**src/rtl/ibex_multdiv_arbiter.sv**
```systemverilog
// rtl/ibex_multdiv_arbiter.sv - two-requester round-robin front end for a shared multdiv unit
module ibex_multdiv_arbiter #(
    parameter int CNT_W = 6
) (
    input  logic             clk_i,
    input  logic             rst_i,
    input  logic [1:0]       req_valid_i,
    output logic [1:0]       req_ready_o,
    input  logic [3:0]       req_operator_i,
    input  logic [3:0]       req_signed_mode_i,
    input  logic [63:0]      req_op_a_i,
    input  logic [63:0]      req_op_b_i,
    output logic [1:0]       rsp_valid_o,
    input  logic [1:0]       rsp_ready_i,
    output logic [31:0]      rsp_result_o,
    output logic [CNT_W-1:0] rsp_cycles_o,
    output logic             md_mult_en_o,
    output logic             md_div_en_o,
    output logic             md_mult_sel_o,
    output logic             md_div_sel_o,
    output logic [1:0]       md_operator_o,
    output logic [1:0]       md_signed_mode_o,
    output logic [31:0]      md_op_a_o,
    output logic [31:0]      md_op_b_o,
    output logic             md_ready_id_o,
    input  logic             md_valid_i,
    input  logic [31:0]      md_result_i
);

    localparam logic [1:0] IDLE = 2'd0;
    localparam logic [1:0] BUSY = 2'd1;
    localparam logic [1:0] RESP = 2'd2;
    localparam logic [CNT_W-1:0] CNT_MAX = '1;

    logic [1:0]       state;
    logic             last_grant;
    logic             idx;
    logic [1:0]       op_q;
    logic [1:0]       sm_q;
    logic [31:0]      a_q;
    logic [31:0]      b_q;
    logic [CNT_W-1:0] cnt;
    logic [CNT_W-1:0] cnt_next;
    logic [31:0]      result_q;
    logic [CNT_W-1:0] cycles_q;
    logic             grant_idx;
    logic             accept;
    logic             busy;

    // On a tie the requester that did not win last time goes next.
    always_comb begin
        grant_idx = 1'b0;
        if (req_valid_i == 2'b10) begin
            grant_idx = 1'b1;
        end else if (req_valid_i == 2'b11) begin
            grant_idx = ~last_grant;
        end
    end

    assign accept   = (state == IDLE) && (|req_valid_i);
    assign busy     = (state == BUSY);
    assign cnt_next = (cnt == CNT_MAX) ? cnt : cnt + CNT_W'(1);

    always_ff @(posedge clk_i) begin
        if (rst_i) begin
            state      <= IDLE;
            last_grant <= 1'b1;
            idx        <= 1'b0;
            op_q       <= 2'b00;
            sm_q       <= 2'b00;
            a_q        <= 32'd0;
            b_q        <= 32'd0;
            cnt        <= '0;
            result_q   <= 32'd0;
            cycles_q   <= '0;
        end else begin
            case (state)
                IDLE: begin
                    if (accept) begin
                        idx        <= grant_idx;
                        last_grant <= grant_idx;
                        op_q       <= grant_idx ? req_operator_i[3:2]    : req_operator_i[1:0];
                        sm_q       <= grant_idx ? req_signed_mode_i[3:2] : req_signed_mode_i[1:0];
                        a_q        <= grant_idx ? req_op_a_i[63:32]      : req_op_a_i[31:0];
                        b_q        <= grant_idx ? req_op_b_i[63:32]      : req_op_b_i[31:0];
                        cnt        <= '0;
                        state      <= BUSY;
                    end
                end
                BUSY: begin
                    // The count reported includes the cycle the result arrives.
                    cnt <= cnt_next;
                    if (md_valid_i) begin
                        result_q <= md_result_i;
                        cycles_q <= cnt_next;
                        state    <= RESP;
                    end
                end
                RESP: begin
                    if (rsp_ready_i[idx]) begin
                        state <= IDLE;
                    end
                end
                default: state <= IDLE;
            endcase
        end
    end

    assign req_ready_o      = accept ? (grant_idx ? 2'b10 : 2'b01) : 2'b00;
    assign rsp_valid_o      = (state == RESP) ? (idx ? 2'b10 : 2'b01) : 2'b00;
    assign rsp_result_o     = result_q;
    assign rsp_cycles_o     = cycles_q;
    assign md_mult_en_o     = busy & ~op_q[1];
    assign md_mult_sel_o    = busy & ~op_q[1];
    assign md_div_en_o      = busy & op_q[1];
    assign md_div_sel_o     = busy & op_q[1];
    assign md_ready_id_o    = busy;
    assign md_operator_o    = op_q;
    assign md_signed_mode_o = sm_q;
    assign md_op_a_o        = a_q;
    assign md_op_b_o        = b_q;

endmodule

```
**config.mk**
```make
export PLATFORM = sky130hd
export DESIGN_NAME = ibex_multdiv_arbiter
export DESIGN_NICKNAME = d
export VERILOG_FILES = /design/src/rtl/ibex_multdiv_arbiter.sv
export SDC_FILE = /design/constraint.sdc
export NUM_CORES = 1
export LEC_CHECK = 0
export ABC_AREA = 0
export BUFFER_PORTS_ARGS = -buffer_cell sky130_fd_sc_hd__buf_2
export CAP_MARGIN = 20
export CORE_MARGIN = 2
export CORE_UTILIZATION = 30
export CTS_BUF_LIST = sky130_fd_sc_hd__clkbuf_16
export DETAILED_ROUTE_END_ITERATION = 8
export PLACE_DENSITY = 0.7
export SLEW_MARGIN = 5
export SYNTH_ARGS = -nofsm -noshare
export SYNTH_HDL_FRONTEND = slang
export SYNTH_SLANG_ARGS = --single-unit
```
**constraint.sdc**
```tcl
create_clock -name clk_i -period 2.45 [get_ports clk_i]
set_clock_uncertainty 0.05 [all_clocks]
set_input_delay 0.1225 -clock clk_i [delete_from_list [all_inputs] [get_ports clk_i]]
set_output_delay 0.1225 -clock clk_i [all_outputs]
set_load 0.01 [all_outputs]
```
Word level (Yosys, flattened, before mapping)
Cells that the tools add are included.

Word-level logic and storage cells: 51. Bits of input ports: 175. Bits in read-only memories: 0. Output and inout port bits: 115. Register bits: 116. Memories kept: 0. Bits in latches: 0. Bits in writable memories: 0.

Bitwise logic cells: 4. Equal/unequal tests: 8. Add/subtract/negate cells: 1. Divide/modulo/power cells: 0. Muxes and demuxes: 19. Shift-type cells: 0. Reduce and logical (&&, ||, !) cells: 8. Multiply operators: 0. Magnitude comparators: 1.

Operators with widths (number): $mux W32 (2); $mux W2 (9); $mux W6 (2); $pmux W6 S2 (1); $add A6 B1 Y6 const B (1); $eq A2 B2 Y1 const B (3); $eq A6 B6 Y1 const B (1); $ne A2 B2 Y1 const B (3); $pmux W2 S3 (1); $reduce_and A2 Y1 (3); $mux W1 (4); $reduce_and A3 Y1 (1); $and A1 B1 Y1 (2); $eq A2 B1 Y1 const B (1); $logic_not A2 Y1 (1); $lt A1 B2 Y1 const B (1); $not A1 Y1 (2); $reduce_bool A2 Y1 (1); $reduce_or A2 Y1 (1); $logic_and A1 B1 Y1 (1).

Depth between registers and ports, before layout
Gate-level depths: netlist (run 1).

Word-level depth: 5. Mapped depth: 7.

Worst setup path before layout (run 1)
Ideal clock, no wire load.

Path kind: reg2reg. Start: register cnt[0]. End: register cycles_q[1], in the netlist rsp_cycles_o[1]. Arrival time: 1341 ps. Stages on the path, launching flop included: 7. Path slack: 973 ps. Path buffers: 1. Required time: 2314 ps. Library setup time: 86 ps. Cell sequence: dfxtp_1 -> ha_1 -> buf_2 -> and4_1 -> nand2_1 -> mux2i_1 -> a211oi_1.

Word-level cells in the longest chain between the ends: 2. Elaborated cells on any way between the ends: 3. Classes of those cells: 1 x add/sub; 1 x eq/ne; 1 x mux.

RTL lines: start: declaration (RTL line 42) `logic [CNT_W-1:0] cnt;`; start signal: assignment (RTL line 92) `cnt <= cnt_next;`; $add A6 B1 Y6 / $eq A6 B6 Y1 (equally long branches) (RTL line 62) `assign cnt_next = (cnt == CNT_MAX) ? cnt : cnt + CNT_W'(1);`; $mux W6 * (RTL line 62); end signal: assignment (RTL line 95) `cycles_q <= cnt_next;`; end: declaration (RTL line 45) `logic [CNT_W-1:0] cycles_q;`.

Mark *: on every way between the ends. The rest lies on a longest branch, timed or not. A chain may end at the register's enable or synchronous reset.

Worst setup path in the final report (run 1)
Start: register state[0]. End: register b_q[13], in the netlist md_op_b_o[13].

Word-level cells in the longest chain between the ends: 3.

RTL lines: start: declaration (RTL line 35) `logic [1:0] state;`; start signal: assignment (RTL line 66) `state <= IDLE;`; start signal: assignment (RTL line 87) `state <= BUSY;`; start signal: assignment (RTL line 96) `state <= RESP;`; $logic_not A2 Y1 * (RTL line 60, 77); $logic_and A1 B1 Y1 (RTL line 60) `assign accept = (state == IDLE) && (|req_valid_i);`; $reduce_and A2 Y1 (no line) *; end signal: assignment (RTL line 85) `b_q <= grant_idx ? req_op_b_i[63:32] : req_op_b_i[31:0];`; end: declaration (RTL line 41) `logic [31:0] b_q;`.

Marks and branches as above.

==> impl_metrics.ini, run 1 <==
[synth]
avgSynthCellArea_sq_um = 8.77
netlist_area_sq_um = 4470
seq_area_frac_synth_pct = 51.9
synth_edf_count = 0
synth_area_leaders = dfxtp_1 52%, nand2_1 8.6%, a21oi_1 8.3%, a222oi_1 8.3%, a22oi_1 5.2%
synth_flop_cell = dfxtp_1
synth_cell_types = 39
async_flop_share_pct = 0
netlist.area_leader.share_pct = 51.9
ys_seq_elements = 116
yosysTopAreaCell = dfxtp_1
synth_cells = 510
syn_nets = 686
yosys_warnings = 0

[die]
row_count = 44
coreArea_sq_um = 14500
dieArea_sq_um = 15900
die_w_um = 126
die_y_um = 126
pin_count = 290
initial_core_util_pct = 30.8

[drt]
wirelength_met1_um = 7070
ant_nets = 0
wl_met3_um = 1260
vias = 5741
routed.top_layer = met4
wl_um = 17800
drt_first_pass_iters = 9
drt_iter0_markers = 446
routed-wl-met2_um = 8720
wl_per_cell_um = 15.5
post_drt_via_cell_ratio = 5.00
drc = 0

[timing]
worst_pin_slew_ns = 0.563
relSlewSlack_pct = 62.5
hold_violations = 0
finalSetupViolCount = 0
period_needed_ns = 2.26
post-route-period-util_pct = 92.4
finalSetupTns_ns = 0
max_freq_mhz = 442
slew_violations = 0
grt_setup_unrepaired = no

[setup_path]
crit_buf_inv = 2
start_kind = flip-flop
critical_path.top_delay_family = buffers and inverters
crit_path_end_kind = flip-flop
crit_required_ns = 2.68
worstPathMaxFanout = 43
setup.worst_path.start = state[0]$_SDFFE_PP0P_
slowest_stage = dlygate4sd3_1
cp_cell_sequence = nor2_2 -> and3_4 -> buf_12 -> a222oi_1 -> dlygate4sd3_1 -> nor2_1
arrival_ns = 2.50
slowest_delay_ns = 0.62
crit_type = reg -> reg
r2r_start = state[0]$_SDFFE_PP0P_

[run_status]
status = complete, no violations

[cts]
numCtsBuffers = 17
clk_path_buf_depth = 2
cts_root_buffer = clkbuf_16
clkLatencyLatePin_ns = 0.40
cts_tree = yes
htree_levels = 4
clock-sinks = 116
path_clk_slew_ns = 0.06

[pwr]
leakage_nw = 3.84
ir_worst_vdd_mv = 0.452
p_per_area_nw_per_um2 = 701
p_total_mw = 5.82

[flow_run]
drv_cap = 0

[cells_and_area]
fin_util_pct = 57.2
drive_above_1_share_pct = 34.9
stdcell_count = 1148
syn_to_final_growth_pct = 85.8
finalNetCount = 1126
num-fill-cells = 1266

[place]
place.port_buffers = 289
dp_hpwl_um = 9790
place_congestion = 0.818
dpl.cell_count = 946

[grt]
grt_antenna_before_repair = 1
grt_pass1_vias = 5893
grt_max_degree = 54
track_usage_pct = 21.4
grt_pass1_wl_um = 27700
overflow = 0

[hold_path]
hold_class = in -> reg
holdCritStartpoint = req_op_a_i[34]
[cell usage in the layout, fill, tap and decap left out, types with 2 or more instances in the layout]
cell type      Yosys  final
a222oi_1          37     37
clkinv_4           0      4
clkbuf_16          0     17
inv_1              5      6
nor2_1            47     46
dlygate4sd3_1      0    168
mux2i_1            2      2
a211o_1            2      2
clkinv_2           0      3
clkinv_1           0      3
nor3_1             4      4
o21ai_0            4      4
buf_12             0      4
nand3_1            3      3
buf_2             26    288
bufinv_16          0      2
a211oi_1           4      4
buf_4              3      9
nand2b_1           6      6
dfxtp_1          116    116
nor4_1             2      2
nand2_1          102    102
a22oi_1           31     31
a21oi_1           74     74
and3_2             0      2
[kinds of logic after synthesis]
group	Yosys count	share of synthesized area (%)
buffers and inverters	55	6.26
adder cells (fa/ha/maj)	1	0.280
flip-flops	116	51.9
multiplexers	2	0.447
AO/OA/AOI/OAI	159	24.5
AND/OR/NAND/NOR	176	16.4
XOR/XNOR	1	0.196
[per-layer routing]
metal,up-vias,GRT usage [%]
met5,-,0
met4,0,12.6
met3,60,5.52
met2,301,37.0
met1,2650,23.6
li1,2730,-
[synth_stat cells, types with 2 or more instances]
cell and number:
buf_6 4, dfxtp_1 116, a211o_1 2, a22oi_1 31
nand2b_1 6, o21ai_0 4, nand3_1 3, nor3_1 4
mux2i_1 2, nor2_1 47, buf_4 3, buf_2 26
nor4_1 2, a211oi_1 4, and3_1 3, a21oi_1 74
clkbuf_1 16, a222oi_1 37, inv_1 5, nand2_1 102
[tightest hold or removal path, delay by kind of cell]
| family | cells | cell delay, ns |
|---|---|---|
| AO/OA/AOI/OAI | 2 | 0.22 |
| buffers and inverters | 1 | 0.07 |
[sequential cells by signal (all words and copies together), names as in the netlist]
| signal | count |
|---|---|
| md_operator_o | 2 |
| md_op_a_o | 32 |
| cnt | 6 |
| rsp_result_o | 32 |
| last_grant | 1 |
| md_op_b_o | 32 |
| idx | 1 |
| state | 2 |
| rsp_cycles_o | 6 |
| md_signed_mode_o | 2 |
[where the power goes]
group | switching, mW | internal (mW) | total, mW
registers | 0.0922 | 2.05 | 2.14
logic | 0.611 | 0.704 | 1.31
clock network | 0.889 | 1.48 | 2.37
total | 1.59 | 4.23 | 5.82
[worst paths after layout]
kind | endpoint | slack (ns) | cells after the start
worst max-delay path | md_op_b_o[13]$_SDFFE_PP0P_ | 0.19 | 6
worst min-delay path | md_op_a_o[2]$_SDFFE_PP0P_ | 0.02 | 3
worst max register to register | md_op_b_o[13]$_SDFFE_PP0P_ | 0.19 | 6
worst min register to register | rsp_cycles_o[0]$_SDFFE_PP0P_ | 0.40 | 2
[through the flow]
stage               cell area, sq um  setup WS, ns  hold slack (ns)
finish                          8310         0.185           0.0178
global route                    8310        0.0687           0.0341
CTS                             8300        0.0209          0.00787
detailed placement              6050         0.547            0.319
global placement                6050         0.634            0.312
floorplan                       4470         0.973            0.193
[repair_timing]
| action | in CTS | in global routing |
|---|---|---|
| endpoints found under the setup margin | 0 | 52 |
| resized for setup | 0 | 2 |
| hold endpoints to repair | 101 | 0 |
| hold buffers | 168 | 0 |
| buffers inserted | 0 | 0 |
[layout make-up]
type	instances	area (sq um)	area share (%)
repair buffers	469	3270	39.3
flip-flops and latches	116	2320	27.9
multi-input cells	340	1900	22.8
clock buffers	17	425	5.12
well taps	184	230	2.77
clock inverters	15	141	1.70
inverters	6	22.5	0.271
diodes	1	2.50	0.0301
No activity file was read; power rests on OpenSTA's default activity.
==> inputs of run 2 (changes only) <==
Settings changed: ABC_AREA 0 to 1, PLACE_DENSITY 0.7 to 0.68.
==> run 2 against run 1 <==
Compared with the run above: register-to-register slack improved by 0.19 ns; critical path depth rose by 3; cell area increased by 1.1%; sequential share of layout area decreased by 0.31 points; fmax is 9.2% higher; wire length decreased by 0.10%; setup slack gained 0.19 ns; via count is 8.2% higher.
==> impl_metrics.ini, run 2 <==
[setup_path]
crit_buf_inv = 3
crit_required_ns = 2.72
critical_path.top_delay_family = buffers and inverters
cp_cell_sequence = nand2_1 -> nand2_2 -> inv_2 -> buf_12 -> nand2_1 -> nand2_1 -> dlygate4sd3_1 -> nand2_1 -> a21oi_1
start_kind = flip-flop
slowest_delay_ns = 0.55
crit_type = reg -> reg
slowest_stage = dlygate4sd3_1
worstPathMaxFanout = 57
arrival_ns = 2.35
crit_path_end_kind = flip-flop
cpMostUsedCell = nand2_1

[grt]
track_usage_pct = 19.3
grt_antenna_before_repair = 0
overflow = 0
grt_pass1_wl_um = 28300
grt_max_degree = 69
grt_pass1_vias = 6006

[synth]
synth_cell_types = 20
async_flop_share_pct = 0
seq_area_frac_synth_pct = 45.5
netlist_area_sq_um = 5100
synth_flop_cell = dfxtp_1
synth_cells = 776
ys_seq_elements = 116
synth_area_leaders = dfxtp_1 46%, nand2_1 27%, a21oi_1 7.8%, nor2_1 5.5%, o21ai_0 3.7%
synth_most_common_cell = nand2_1
yosysTopAreaCell = dfxtp_1
avgSynthCellArea_sq_um = 6.57
syn_nets = 952
synthTopCellsByCount = 368 x nand2_1, 116 x dfxtp_1, 79 x a21oi_1, 75 x nor2_1, 38 x o21ai_0
netlist.area_leader.share_pct = 45.5
yosys_warnings = 0
synth_edf_count = 0

[flow_run]
drv_cap = 0

[place]
dp_hpwl_um = 11200
place_congestion = 0.843
dpl.cell_count = 1242
place.port_buffers = 289

[cts]
cts_setup_buffers = 0
path_clk_slew_ns = 0.06
clkLatencyLatePin_ns = 0.40
cts_root_buffer = clkbuf_16
htree_levels = 4
numCtsBuffers = 17
cts_tree = yes
cts_resized = 0
clk_path_buf_depth = 2
clock-sinks = 116

[die]
row_count = 47
pin_count = 290
initial_core_util_pct = 30.7
dieArea_sq_um = 18100
die_w_um = 134
die_y_um = 134
coreArea_sq_um = 16600

[cells_and_area]
syn_to_final_growth_pct = 64.9
n_antenna_cell = 0
drive_above_1_share_pct = 29.0
finalNetCount = 1327
stdcell_count = 1384
layout_commonest_cell = nand2_1
layout_common_cells = 368 x nand2_1, 289 x buf_2, 116 x dfxtp_1

[pwr]
leakage_nw = 4.37
p_per_area_nw_per_um2 = 713
ir_worst_vdd_mv = 0.425
p_total_mw = 6.00

[hold_path]
hold_class = in -> reg

[drt]
post_drt_via_cell_ratio = 4.49
drt_first_pass_iters = 4
drt_iter0_markers = 287
wl_um = 17800
drc = 0
wl_per_cell_um = 12.8
ant_nets = 0
vias = 6212

[timing]
max_freq_mhz = 482
finalSetupTns_ns = 0
post-route-period-util_pct = 84.6
period_needed_ns = 2.07
finalSetupViolCount = 0
hold_violations = 0
relSlewSlack_pct = 60.2
slew_violations = 0
whs_ns = 0.0162
grt_setup_unrepaired = no
worst_pin_slew_ns = 0.598

[run_status]
status = complete, no violations
-- run 2: worst min-delay path: cells and delay by family --
family / cells / cell delay, ns
compound gates: 1 / 0.05
simple gates: 3 / 0.15
buf+inv: 1 / 0.10
-- run 2: timing repair --
action                                  CTS  global route
hold buffers                            110             0
endpoints found under the setup margin    0             0
endpoints found under the hold margin    83             0
-- run 2: final cells by class --
cell class | count | area (sq um)
Fill cell | 1603 | 8180
Timing Repair Buffer | 407 | 2660
Multi-Input combinational cell | 587 | 2420
Sequential cell | 116 | 2320
Clock buffer | 17 | 425
Tap cell | 220 | 275
Clock inverter | 15 | 220
Inverter | 22 | 82.6
-- run 2: path summary, 6_finish.rpt --
kind,start,endpoint,slack [ns],cells after the start
min,req_operator_i[0],md_operator_o[0]$_SDFFE_PP0P_,0.02,5
min reg2reg,md_op_a_o[24]$_SDFFE_PP0P_,md_op_a_o[24]$_SDFFE_PP0P_,0.41,2
max,last_grant$_SDFFE_PP1P_,md_op_b_o[8]$_SDFFE_PP0P_,0.38,9
max reg2reg,last_grant$_SDFFE_PP1P_,md_op_b_o[8]$_SDFFE_PP0P_,0.38,9
-- run 2: cell families after synthesis --
| family | count (synthesis) | share of synthesized area [%] |
|---|---|---|
| buf+inv | 73 | 7.04 |
| simple gates | 464 | 34.9 |
| flops | 116 | 45.5 |
| compound gates | 122 | 12.2 |
| fa+ha+maj | 1 | 0.245 |
-- run 2: layer usage --
metal | vias to the layer above | global-route usage (%) | share of wire, % | wire, um
li1 | 3174 | - | - | -
met1 | 2764 | 22.4 | 42 | 7450
met2 | 240 | 33.9 | 50 | 8830
met3 | 34 | 5.37 | 6.1 | 1090
met4 | 0 | 7.13 | 2.3 | 402
met5 | - | 0 | 0 | 0
-- run 2: per-stage QoR --
stage	cell area [sq um]	util, %	setup slack (ns)
floorplan	5100	-	1.24
global placement	6660	40.2	0.930
detailed placement	6660	40.2	0.933
CTS	8410	50.7	0.445
global route	8410	50.7	0.239
finish	8410	50.7	0.377
-- run 2: report_power, final --
group	total (mW)	switching [mW]	internal (mW)
registers	2.13	0.0806	2.05
clock network	2.69	0.953	1.73
logic	1.18	0.644	0.536
==> inputs of run 3 (changes only) <==
Clock period 2.45 ns to 2.1 ns, I/O delays scaled along.
==> run 3 against run 2 <==
Compared with the run above: setup slack worse by 0.19 ns; sequential cell count stayed put; critical endpoint is now md_op_b_o[1]$_SDFFE_PP0P_; highest routed layer unchanged; clock power increased by 21%; worst hold slack gained 0.0017 ns; largest cell class unchanged; cell area increased by 6.2%.
==> impl_metrics.ini, run 3 (same netlist as run 2, synthesis figures left out) <==
[timing]
grt_setup_unrepaired = no
relSlewSlack_pct = 42.0
finalWorstSetupSlack_ns = 0.192
whs_ns = 0.0179
finalSetupViolCount = 0
worst_pin_slew_ns = 0.870
period_needed_ns = 1.91
finalSetupTns_ns = 0
slew_violations = 0
hold_violations = 0
max_freq_mhz = 524
post-route-period-util_pct = 90.9

[setup_path]
crit_type = reg -> reg
cp_cell_sequence = nand2_1 -> nand2_2 -> inv_4 -> buf_16 -> nand2_1 -> nand2_1 -> dlygate4sd3_1 -> nand2_1 -> a21oi_1
worstPathMaxFanout = 29
crit_path_end_kind = flip-flop
cpMostUsedCell = nand2_1
arrival_ns = 2.17
crit_required_ns = 2.36
slowest_stage = dlygate4sd3_1
start_kind = flip-flop
reg2reg_depth = 9
slowest_delay_ns = 0.54

[pwr]
leakage_nw = 4.60
p_sw_mw = 2.00
p_per_area_nw_per_um2 = 814
p_seq_share_pct = 34.2
p_total_mw = 7.27
pwr-share-clk_pct = 44.8
ir_worst_vdd_mv = 0.535
p_int_mw = 5.27
p_sw_share_pct = 27.5
combPwrFrac_pct = 20.9

[hold_path]
hold_depth = 5
hold_class = in -> reg

[cells_and_area]
stdcell_count = 1433
layout_common_cells = 368 x nand2_1, 289 x buf_2, 155 x dlygate4sd3_1
drive_above_1_share_pct = 28.0
layout_commonest_cell = nand2_1
fin_area_sq_um = 8930
finalNetCount = 1374
fin_util_pct = 53.8
syn_to_final_growth_pct = 75.1

[cts]
clkLatencyLatePin_ns = 0.40
cts_tree = yes
cts_root_buffer = clkbuf_16
htree_levels = 4
clk_path_buf_depth = 2
numCtsBuffers = 17
clock-sinks = 116
cts_setup_buffers = 0
path_clk_slew_ns = 0.06

[die]
dieArea_sq_um = 18100
pin_count = 290
coreArea_sq_um = 16600
row_count = 47
die_w_um = 134
die_y_um = 134
initial_core_util_pct = 30.7

[place]
dpl.cell_count = 1243
dp_hpwl_um = 11300
place_congestion = 0.783
place.port_buffers = 289
dp_slack_ns = 0.572
placed_cell_area_sq_um = 6670

[drt]
drc = 0
drt_first_pass_iters = 7
wl_um = 19200
drt_iter0_markers = 414
vias = 6621
ant_nets = 0
post_drt_via_cell_ratio = 4.62
wl_per_cell_um = 13.4

[grt]
grt_pass1_wl_um = 30300
grt_max_degree = 79
track_usage_pct = 20.8
grt_pass1_vias = 6599
overflow = 0
grt_antenna_before_repair = 0

[run_status]
status = complete, no violations

[flow_run]
drv_cap = 0
run 3: changes by cell type in the layout (fill, tap and decap cells not counted), sizes merged:
cell,delta
dlygate4sd3,+45
clkinv,-3
diode,+2
inv,+2
buf,+1
bufinv,+1
clkbuf,+1
run 3: worst paths after layout:
| check | from | end | slack, ns |
|---|---|---|---|
| min reg2reg | last_grant$_SDFFE_PP1P_ | last_grant$_SDFFE_PP1P_ | 0.41 |
| min | req_op_a_i[16] | md_op_a_o[16]$_SDFFE_PP0P_ | 0.02 |
| max | last_grant$_SDFFE_PP1P_ | md_op_b_o[1]$_SDFFE_PP0P_ | 0.19 |
| max reg2reg | last_grant$_SDFFE_PP1P_ | md_op_b_o[1]$_SDFFE_PP0P_ | 0.19 |
run 3: power groups by stage:
stage               clock [mW]  sequential (mW)  combinational [mW]
floorplan                    0             2.61               0.600
global placement             0             2.52                1.19
finish                    3.26             2.49                1.52
global route              3.44             2.51                1.68
CTS                       3.33             2.48                1.48
detailed placement           0             2.53                1.19
run 3: layout make-up:
class | instances | area, sq um
fillers | 1515 | 7660
repair buffers | 454 | 3150
multi-input cells | 587 | 2420
flip-flops and latches | 116 | 2320
clock buffers | 17 | 425
well taps | 220 | 275
clock inverters | 15 | 241
inverters | 22 | 85.1
diodes | 2 | 5.00
run 3: metal layers:
metal	vias to the layer above	GRT usage [%]	wire length [um]	share of wire (%)
met4	0	10.1	708	3.7
li1	3277	-	-	-
met5	-	0	0	0
met1	2984	23.1	7690	40
met2	303	36.8	9590	50
met3	57	5.29	1230	6.4
run 3: what timing repair did:
| item | CTS | global route |
|---|---|---|
| endpoints found under the setup margin | 0 | 44 |
| hold endpoints to repair | 101 | 0 |
| gates resized for setup | 0 | 3 |
| hold buffers | 155 | 0 |
run 3: critical path, delay by kind of cell, from the launching register on:
family,cells,cell delay (ns)
AO/OA/AOI/OAI,1,0.15
flip-flops,1,0.31
AND/OR/NAND/NOR,5,0.33
buffers and inverters,3,0.96
